==> config.mk <==
export PLATFORM = sky130hd
export DESIGN_NAME = woz_bit_streamer
export DESIGN_NICKNAME = d
export VERILOG_FILES = /design/src/rtl/woz_bit_streamer.sv
export SDC_FILE = /design/constraint.sdc
export NUM_CORES = 1
export LEC_CHECK = 0
export BUFFER_PORTS_ARGS = -buffer_cell sky130_fd_sc_hd__buf_2
export CAP_MARGIN = 10
export CORE_MARGIN = 3
export CORE_UTILIZATION = 58
export CTS_CLUSTER_DIAMETER = 120
export DETAILED_ROUTE_END_ITERATION = 16
export PLACE_DENSITY = 0.88
export REMOVE_ABC_BUFFERS = 1
export SLEW_MARGIN = 10
export SYNTH_ARGS = -nofsm -noshare
export SYNTH_HDL_FRONTEND = slang
export SYNTH_SLANG_ARGS = --single-unit
==> constraint.sdc <==
create_clock -name clk_sys -period 7.5 [get_ports clk_sys]
set_input_delay 2.25 -clock clk_sys [delete_from_list [all_inputs] [get_ports clk_sys]]
set_output_delay 2.25 -clock clk_sys [all_outputs]
set_load 0.05 [all_outputs]
==> src/rtl/woz_bit_streamer.sv <==
// woz_bit_streamer: serialises a WOZ track from BRAM port B into a timed MSB-first bit-cell stream.
// Pauses on motor off / track not loaded; wraps at the (clamped) WOZ bit count.
module woz_bit_streamer #(
   parameter int ADDR_W       = 13,
   parameter int CLKS_PER_BIT = 56
) (
   input  logic              clk_sys,
   input  logic              reset_n,
   input  logic              motor_on,
   input  logic              track_valid,
   input  logic [15:0]       track_bit_count,
   output logic [ADDR_W-1:0] ram_addr,
   input  logic [7:0]        ram_data,
   output logic              bit_out,
   output logic              bit_strobe,
   output logic [15:0]       bit_pos,
   output logic              index_pulse
);
   localparam int CW = (CLKS_PER_BIT > 1) ? $clog2(CLKS_PER_BIT) : 1;
   localparam logic [16:0] MAX_BITS = 17'(8 << ADDR_W);
   localparam logic [CW-1:0] CELL_LAST = CW'(CLKS_PER_BIT - 1);

   typedef enum logic {IDLE, RUN} state_t;
   state_t state, state_n;

   logic [15:0]   pos, e, pos_n;
   logic [16:0]   cnt, e_inc;
   logic [CW-1:0] cell_cnt;
   logic          go, emit, cur;

   always_comb begin
      cnt     = ({1'b0, track_bit_count} > MAX_BITS) ? MAX_BITS : {1'b0, track_bit_count};
      go      = motor_on & track_valid & (cnt != '0);
      e       = ({1'b0, pos} >= cnt) ? '0 : pos;
      e_inc   = {1'b0, e} + 17'd1;
      pos_n   = (e_inc == cnt) ? '0 : e_inc[15:0];
      cur     = ram_data[3'd7 - e[2:0]];
      state_n = go ? RUN : IDLE;
      emit    = (state == RUN) & go & (cell_cnt == '0);
   end

   always_ff @(posedge clk_sys or negedge reset_n)
      if (!reset_n) state <= IDLE;
      else          state <= state_n;

   // Between emits ram_addr tracks e so a shrunken count re-points the read at byte 0.
   always_ff @(posedge clk_sys or negedge reset_n)
      if (!reset_n) begin
         pos         <= '0;
         cell_cnt    <= '0;
         ram_addr    <= '0;
         bit_out     <= 1'b0;
         bit_strobe  <= 1'b0;
         bit_pos     <= '0;
         index_pulse <= 1'b0;
      end else begin
         bit_strobe  <= emit;
         index_pulse <= emit & (e == '0);
         ram_addr    <= emit ? pos_n[ADDR_W+2:3] : e[ADDR_W+2:3];
         pos         <= emit ? pos_n : pos;
         bit_pos     <= emit ? e : bit_pos;
         bit_out     <= emit ? cur : (state == RUN && !go) ? 1'b0 : bit_out;
         cell_cnt    <= emit ? CELL_LAST : (state == RUN && go) ? cell_cnt - 1'b1 : '0;
      end
endmodule
==> flow_summary.ini, run 1 <==
[setup_path]
slowest_delay_ps = 580
setup.worst_path.class = primary input to register
r2r_end = pos[8]
rrSetupSlack_ps = 1920
reg2reg_from = pos[3]
worstPathArrival_ps = 7190
critPathRequiredTime_ps = 7710
path_max_fanout = 9
worst_path_max_delay_cell = o311ai_1
end_kind = register
crit_chain = buf_2, inv_1, ha_1, a21oi_1, a21boi_0, o311ai_1, and3_1, nand2_1, inv_1, ha_1, nand3_2, buf_4, or3_1, a211oi_1, a22o_1, a32oi_1, a2111o_1, nor4b_4, buf_4, o31ai_1, a32o_1
startpoint_type = primary input
worstRegToRegCells = 19

[finish]
area_growth_syn_to_layout_pct = 11.1
final_common_cell = buf_2
fill_cells = 508
final_area_um2 = 4100
fin_nets = 506
layout-drive-gt1-share = 0.193
layout_common_cells = buf_2 (59), dfrtp_1 (55), nand2_1 (43), nor2_1 (39), inv_1 (25)
n_antenna_cell = 0

[drt]
drt-met1-wl_um = 4020
drt-pass1-iter-count = 5
top_layer_used = met4
drc = 0
vias = 3358
wirelength_um = 9450
routedWlPerCell_um = 17.7
ant_nets = 0
dr_wl_met2_um = 4450
met3WireLength_um = 762
drtIter0Drc = 351
viasPerCell = 6.28

[timing]
final_max_slew_viol_count = 0
worst_pin_slew_ps = 1020
fin_ws_ps = 523
finalHoldViolCount = 0
min_period_over_period = 0.930
relSlewSlack = 0.318
whs_ps = 485
max_freq_mhz = 143
skew_ps = 6.39
fin_tns_setup_ps = 0
grt_setup_unrepaired = no
finalSetupViolations = 0
min_period_ps = 6980

[placement]
pre_cts_slack_ps = 323
globalplace.congestion = 0.967
dpl.hpwl_um = 6970
place_area_um2 = 4000
numPortBuffers = 59

[yosys]
yosysWarnings = 0
avgSynthCellArea_um2 = 8.91
synth_area_um2 = 3690
synth_ff_type = dfrtp_1
synth_seq_cells = 55
synth_cells = 414
async_flop_share = 1.00
yosysUniqueCellTypes = 58
yosysSeqAreaShare = 0.373
synth_edf_count = 0

[floorplanning]
start_util = 0.612
die_x_um = 85.8
core-area_um2 = 6030
row_count = 28
dieArea_um2 = 7350
die_h_um = 85.8
ioPinCount = 60

[power_and_ir_drop]
pwr-share-seq = 0.438
clkPwrFrac = 0.216
comb_power_share = 0.345
powerDensity_nw_per_um2 = 199
power_mw = 0.817
power.switching_mw = 0.325
p_leak_nw = 2.02
swShare = 0.398
p_int_mw = 0.492
peakVddDrop_mv = 0.149

[clock_network]
hold_buffers = 0
cts_made_buffers = 5
clock-sinks = 55
clockBufferDepth = 2
post_cts_resized = 0
htreeDepth = 2
clkTransAtPathRegs_ps = 100
clock_latency_ps = 310
cts_tree = built
post_cts_buffers = 0
root_buffer = clkbuf_8

[outcome]
status = finished clean

[min_path]
hold_class = register to register
hold_path_end = bit_out
min_delay_path_depth = 2
hp-start = bit_out

[grt]
grt-ovfl-total = 0
globalRouteTotalUtil = 0.273
grt_pass1_wl_um = 16100
grt_max_degree = 56
grt_pass1_vias = 3282
grt_antenna_before_repair = 0

[flow_run]
cap_violations = 0
[cell usage after synthesis (2+ instances only)]
master	count	area share
o21ai_0	17	0.023
a32oi_1	3	0.0071
nor4_1	9	0.015
clkbuf_1	11	0.011
dfrtp_1	55	0.37
a221o_1	2	0.0054
a211oi_1	6	0.012
nand3_1	13	0.018
a22o_1	13	0.031
nand2_1	43	0.044
nor3b_1	2	0.0041
or3_1	6	0.010
xnor3_1	2	0.012
o22ai_1	2	0.0034
buf_2	8	0.011
ha_1	19	0.064
and3_1	3	0.0051
buf_6	3	0.0092
inv_1	25	0.025
nor2b_1	2	0.0034
nor2_1	39	0.040
nand4_1	12	0.020
o211ai_1	2	0.0041
xor2_1	13	0.031
a21oi_1	18	0.024
and4_1	3	0.0071
and2_1	2	0.0034
o31ai_1	6	0.012
xnor2_1	21	0.050
nor3_1	13	0.018
clkbuf_2	2	0.0027
nor4_4	2	0.012
buf_1	6	0.0061
a21o_1	7	0.014
[state kept, by name (all words and copies together), names as in the netlist]
signal,cells
pos,16
ram_addr,13
bit_out,1
bit_strobe,1
index_pulse,1
bit_pos,16
cell_cnt,6
state,1
[worst max-delay path by stage]
stage / startpoint / end / slack [ps] / depth (start not counted)
floorplan: track_bit_count[3] / pos[5] / 300 / 18
global placement: track_bit_count[3] / pos[8] / 450 / 21
detailed placement: track_bit_count[3] / pos[8] / 320 / 21
CTS: track_bit_count[3] / pos[8] / 640 / 21
global route: track_bit_count[3] / pos[8] / 250 / 21
finish: track_bit_count[3] / pos[8] / 520 / 21
[per-stage QoR]
stage                util  std cells
floorplan               -        384
global route        0.680        535
finish              0.680        535
global placement    0.664        527
CTS                 0.680        535
detailed placement  0.664        527
[area by class of cell]
class | instances | area (um^2) | share of cell area
multi-input cells | 304 | 2070 | 0.506
repair buffers | 68 | 363 | 0.0885
clock inverters | 2 | 16.3 | 0.00397
inverters | 25 | 93.8 | 0.0229
well taps | 75 | 93.8 | 0.0229
flip-flops and latches | 55 | 1380 | 0.336
clock buffers | 6 | 82.6 | 0.0202
[metal layers]
layer | up-vias | track usage
met5 | - | 0
met4 | 0 | 0.0964
met3 | 24 | 0.0355
met2 | 188 | 0.430
met1 | 1583 | 0.389
li1 | 1563 | -
[kinds of logic after synthesis]
| family | synth area share |
|---|---|
| AND/OR/NAND/NOR | 0.231 |
| buffers and inverters | 0.0654 |
| XOR/XNOR | 0.0929 |
| flip-flops | 0.373 |
| multiplexers | 0.00271 |
| adder cells (fa/ha/maj) | 0.0644 |
| AO/OA/AOI/OAI | 0.171 |
[worst max-delay path, delay by kind of cell]
family                   cells  cell delay, ps
AND/OR/NAND/NOR              5            1530
buffers and inverters        5             770
adder cells (fa/ha/maj)      2             500
AO/OA/AOI/OAI                9            2140
[power groups by stage]
stage | sequential, mW | clock, mW | combinational (mW)
4_1_cts | 0.357 | 0.181 | 0.279
6_report | 0.358 | 0.177 | 0.282
2_1_floorplan | 0.419 | 0 | 0.132
5_1_grt | 0.362 | 0.194 | 0.306
3_3_place_gp | 0.361 | 0 | 0.271
3_5_place_dp | 0.363 | 0 | 0.278
No activity file was read; power rests on OpenSTA's default activity.
==> run 2, diff against run 1 <==
--- a/config.mk
+++ b/config.mk
@@ -8,10 +8,10 @@
 export BUFFER_PORTS_ARGS = -buffer_cell sky130_fd_sc_hd__buf_2
 export CAP_MARGIN = 10
 export CORE_MARGIN = 3
-export CORE_UTILIZATION = 58
+export CORE_UTILIZATION = 57
 export CTS_CLUSTER_DIAMETER = 120
 export DETAILED_ROUTE_END_ITERATION = 16
-export PLACE_DENSITY = 0.88
+export PLACE_DENSITY = 0.86
 export REMOVE_ABC_BUFFERS = 1
 export SLEW_MARGIN = 10
 export SYNTH_ARGS = -nofsm -noshare
==> constraint.sdc (replaced) <==
create_clock -name clk_sys -period 7.4 [get_ports clk_sys]
set_input_delay 2.22 -clock clk_sys [delete_from_list [all_inputs] [get_ports clk_sys]]
set_output_delay 2.22 -clock clk_sys [all_outputs]
set_load 0.05 [all_outputs]
==> flow_summary.ini, run 2 (synthesis gave the netlist of run 1 again) <==
[outcome]
status = finished clean

[clock_network]
root_buffer = clkbuf_8
htreeDepth = 2
clkTransAtPathRegs_ps = 100
clock_latency_ps = 310
post_cts_resized = 0
clockBufferDepth = 2
hold_buffers = 0
cts_tree = built
clock-sinks = 55
cts_made_buffers = 5
post_cts_buffers = 0

[placement]
numPortBuffers = 59
place_area_um2 = 3990
globalplace.congestion = 1.00
dpl.hpwl_um = 6750
pre_cts_slack_ps = 91.6
placed_cells = 526

[grt]
grt_pass1_wl_um = 15700
globalRouteTotalUtil = 0.263
grt_antenna_before_repair = 0
grt_pass1_vias = 3201
grt-ovfl-total = 0
grt_max_degree = 56

[timing]
grt_setup_unrepaired = no
relSlewSlack = 0.318
fin_ws_ps = 386
min_period_over_period = 0.948
min_period_ps = 7010
finalHoldViolCount = 0
finalSetupViolations = 0
max_freq_mhz = 143
final_max_slew_viol_count = 0
whs_ps = 482
skew_ps = 6.93
fin_tns_setup_ps = 0
worst_pin_slew_ps = 1020

[floorplanning]
row_count = 28
die_x_um = 86.5
start_util = 0.605
dieArea_um2 = 7470
die_h_um = 86.5
ioPinCount = 60
core-area_um2 = 6100

[setup_path]
crit_chain = buf_2, inv_1, ha_1, a21oi_1, nand2_1, nor3_1, and3_1, nand2_1, inv_1, ha_1, nand3_2, nor4_4, xnor2_1, or4b_1, a21oi_1, o22ai_1, nor4b_4, buf_4, o31ai_1, a21o_1
setup.worst_path.class = primary input to register
worstPathArrival_ps = 7220
crit_cells = 20
slowest_delay_ps = 580
startpoint_type = primary input
cp_num_buf_inv = 4
crit_end = pos[12]
crit_start = track_bit_count[15]
path_max_fanout = 11
r2r_end = pos[12]
worstRegToRegCells = 18
end_kind = register
rrSetupSlack_ps = 1890
critPathRequiredTime_ps = 7610
worst_path_max_delay_cell = nor3_1
critical-path-top-delay-family = simple AND/OR/NAND/NOR gates
reg2reg_from = pos[3]

[finish]
area_growth_syn_to_layout_pct = 11.1
final_common_cell = buf_2
fill_cells = 491
final_area_um2 = 4100
fin_util = 0.672
n_antenna_cell = 0
finalNonFillerCells = 534
top_regs = bit_pos x16, pos x16, ram_addr x13
layout_common_cells = buf_2 (59), dfrtp_1 (55), nand2_1 (43), nor2_1 (39), inv_1 (25)
layout-drive-gt1-share = 0.194
fin_nets = 505

[drt]
drc = 0
wirelength_um = 9320
routedWlPerCell_um = 17.4
vias = 3349
drtIter0Drc = 291
drt-pass1-iter-count = 5
viasPerCell = 6.27
ant_nets = 0

[min_path]
hold_class = register to register
hp-start = bit_pos[1]

[power_and_ir_drop]
powerDensity_nw_per_um2 = 201
p_leak_nw = 2.01
peakVddDrop_mv = 0.144
power_mw = 0.823

[flow_run]
cap_violations = 0
run 2: area by class of cell:
| cell class | instances | area [um^2] | area share |
|---|---|---|---|
| repair buffers | 67 | 355 | 0.0867 |
| clock buffers | 6 | 82.6 | 0.0202 |
| well taps | 75 | 93.8 | 0.0229 |
| flip-flops and latches | 55 | 1380 | 0.336 |
| inverters | 25 | 93.8 | 0.0229 |
| multi-input cells | 304 | 2080 | 0.507 |
| clock inverters | 2 | 16.3 | 0.00397 |
run 2: how the worst min path moves through the flow:
stage                   to  cells past startpoint
2_1_floorplan  cell_cnt[0]                      1
3_3_place_gp   cell_cnt[0]                      1
3_5_place_dp   bit_pos[12]                      2
4_1_cts        bit_pos[12]                      2
5_1_grt        cell_cnt[0]                      1
6_report        bit_pos[1]                      2
run 2: report_power, final:
part           switching (mW)  total (mW)  internal (mW)  leakage (nW)
clock                   0.102       0.179         0.0766        0.0474
sequential             0.0339       0.361          0.327         0.706
combinational           0.190       0.283         0.0924          1.26
run 2: worst reg2reg max path: stages, from the launching register on:
cell and delay [ps]:
dfrtp_1 670, ha_1 360, a21oi_1 150, a21boi_0 110, o311ai_2 470, and3_1 370, nand2_1 100, inv_1 80
ha_1 260, nand3_2 300, nor4_4 530, xnor2_1 150, or4b_1 480, a21oi_1 150, o22ai_1 140, nor4b_4 510
buf_4 270, o31ai_1 90, a21o_1 230
run 2: layer usage:
layer  routed length, um  global-route usage  vias up
li1                    -                   -     1569
met1                4050               0.384     1609
met2                4390               0.400      158
met3                 716              0.0361       13
met4                 158              0.0935        0
met5                   0                   0        -
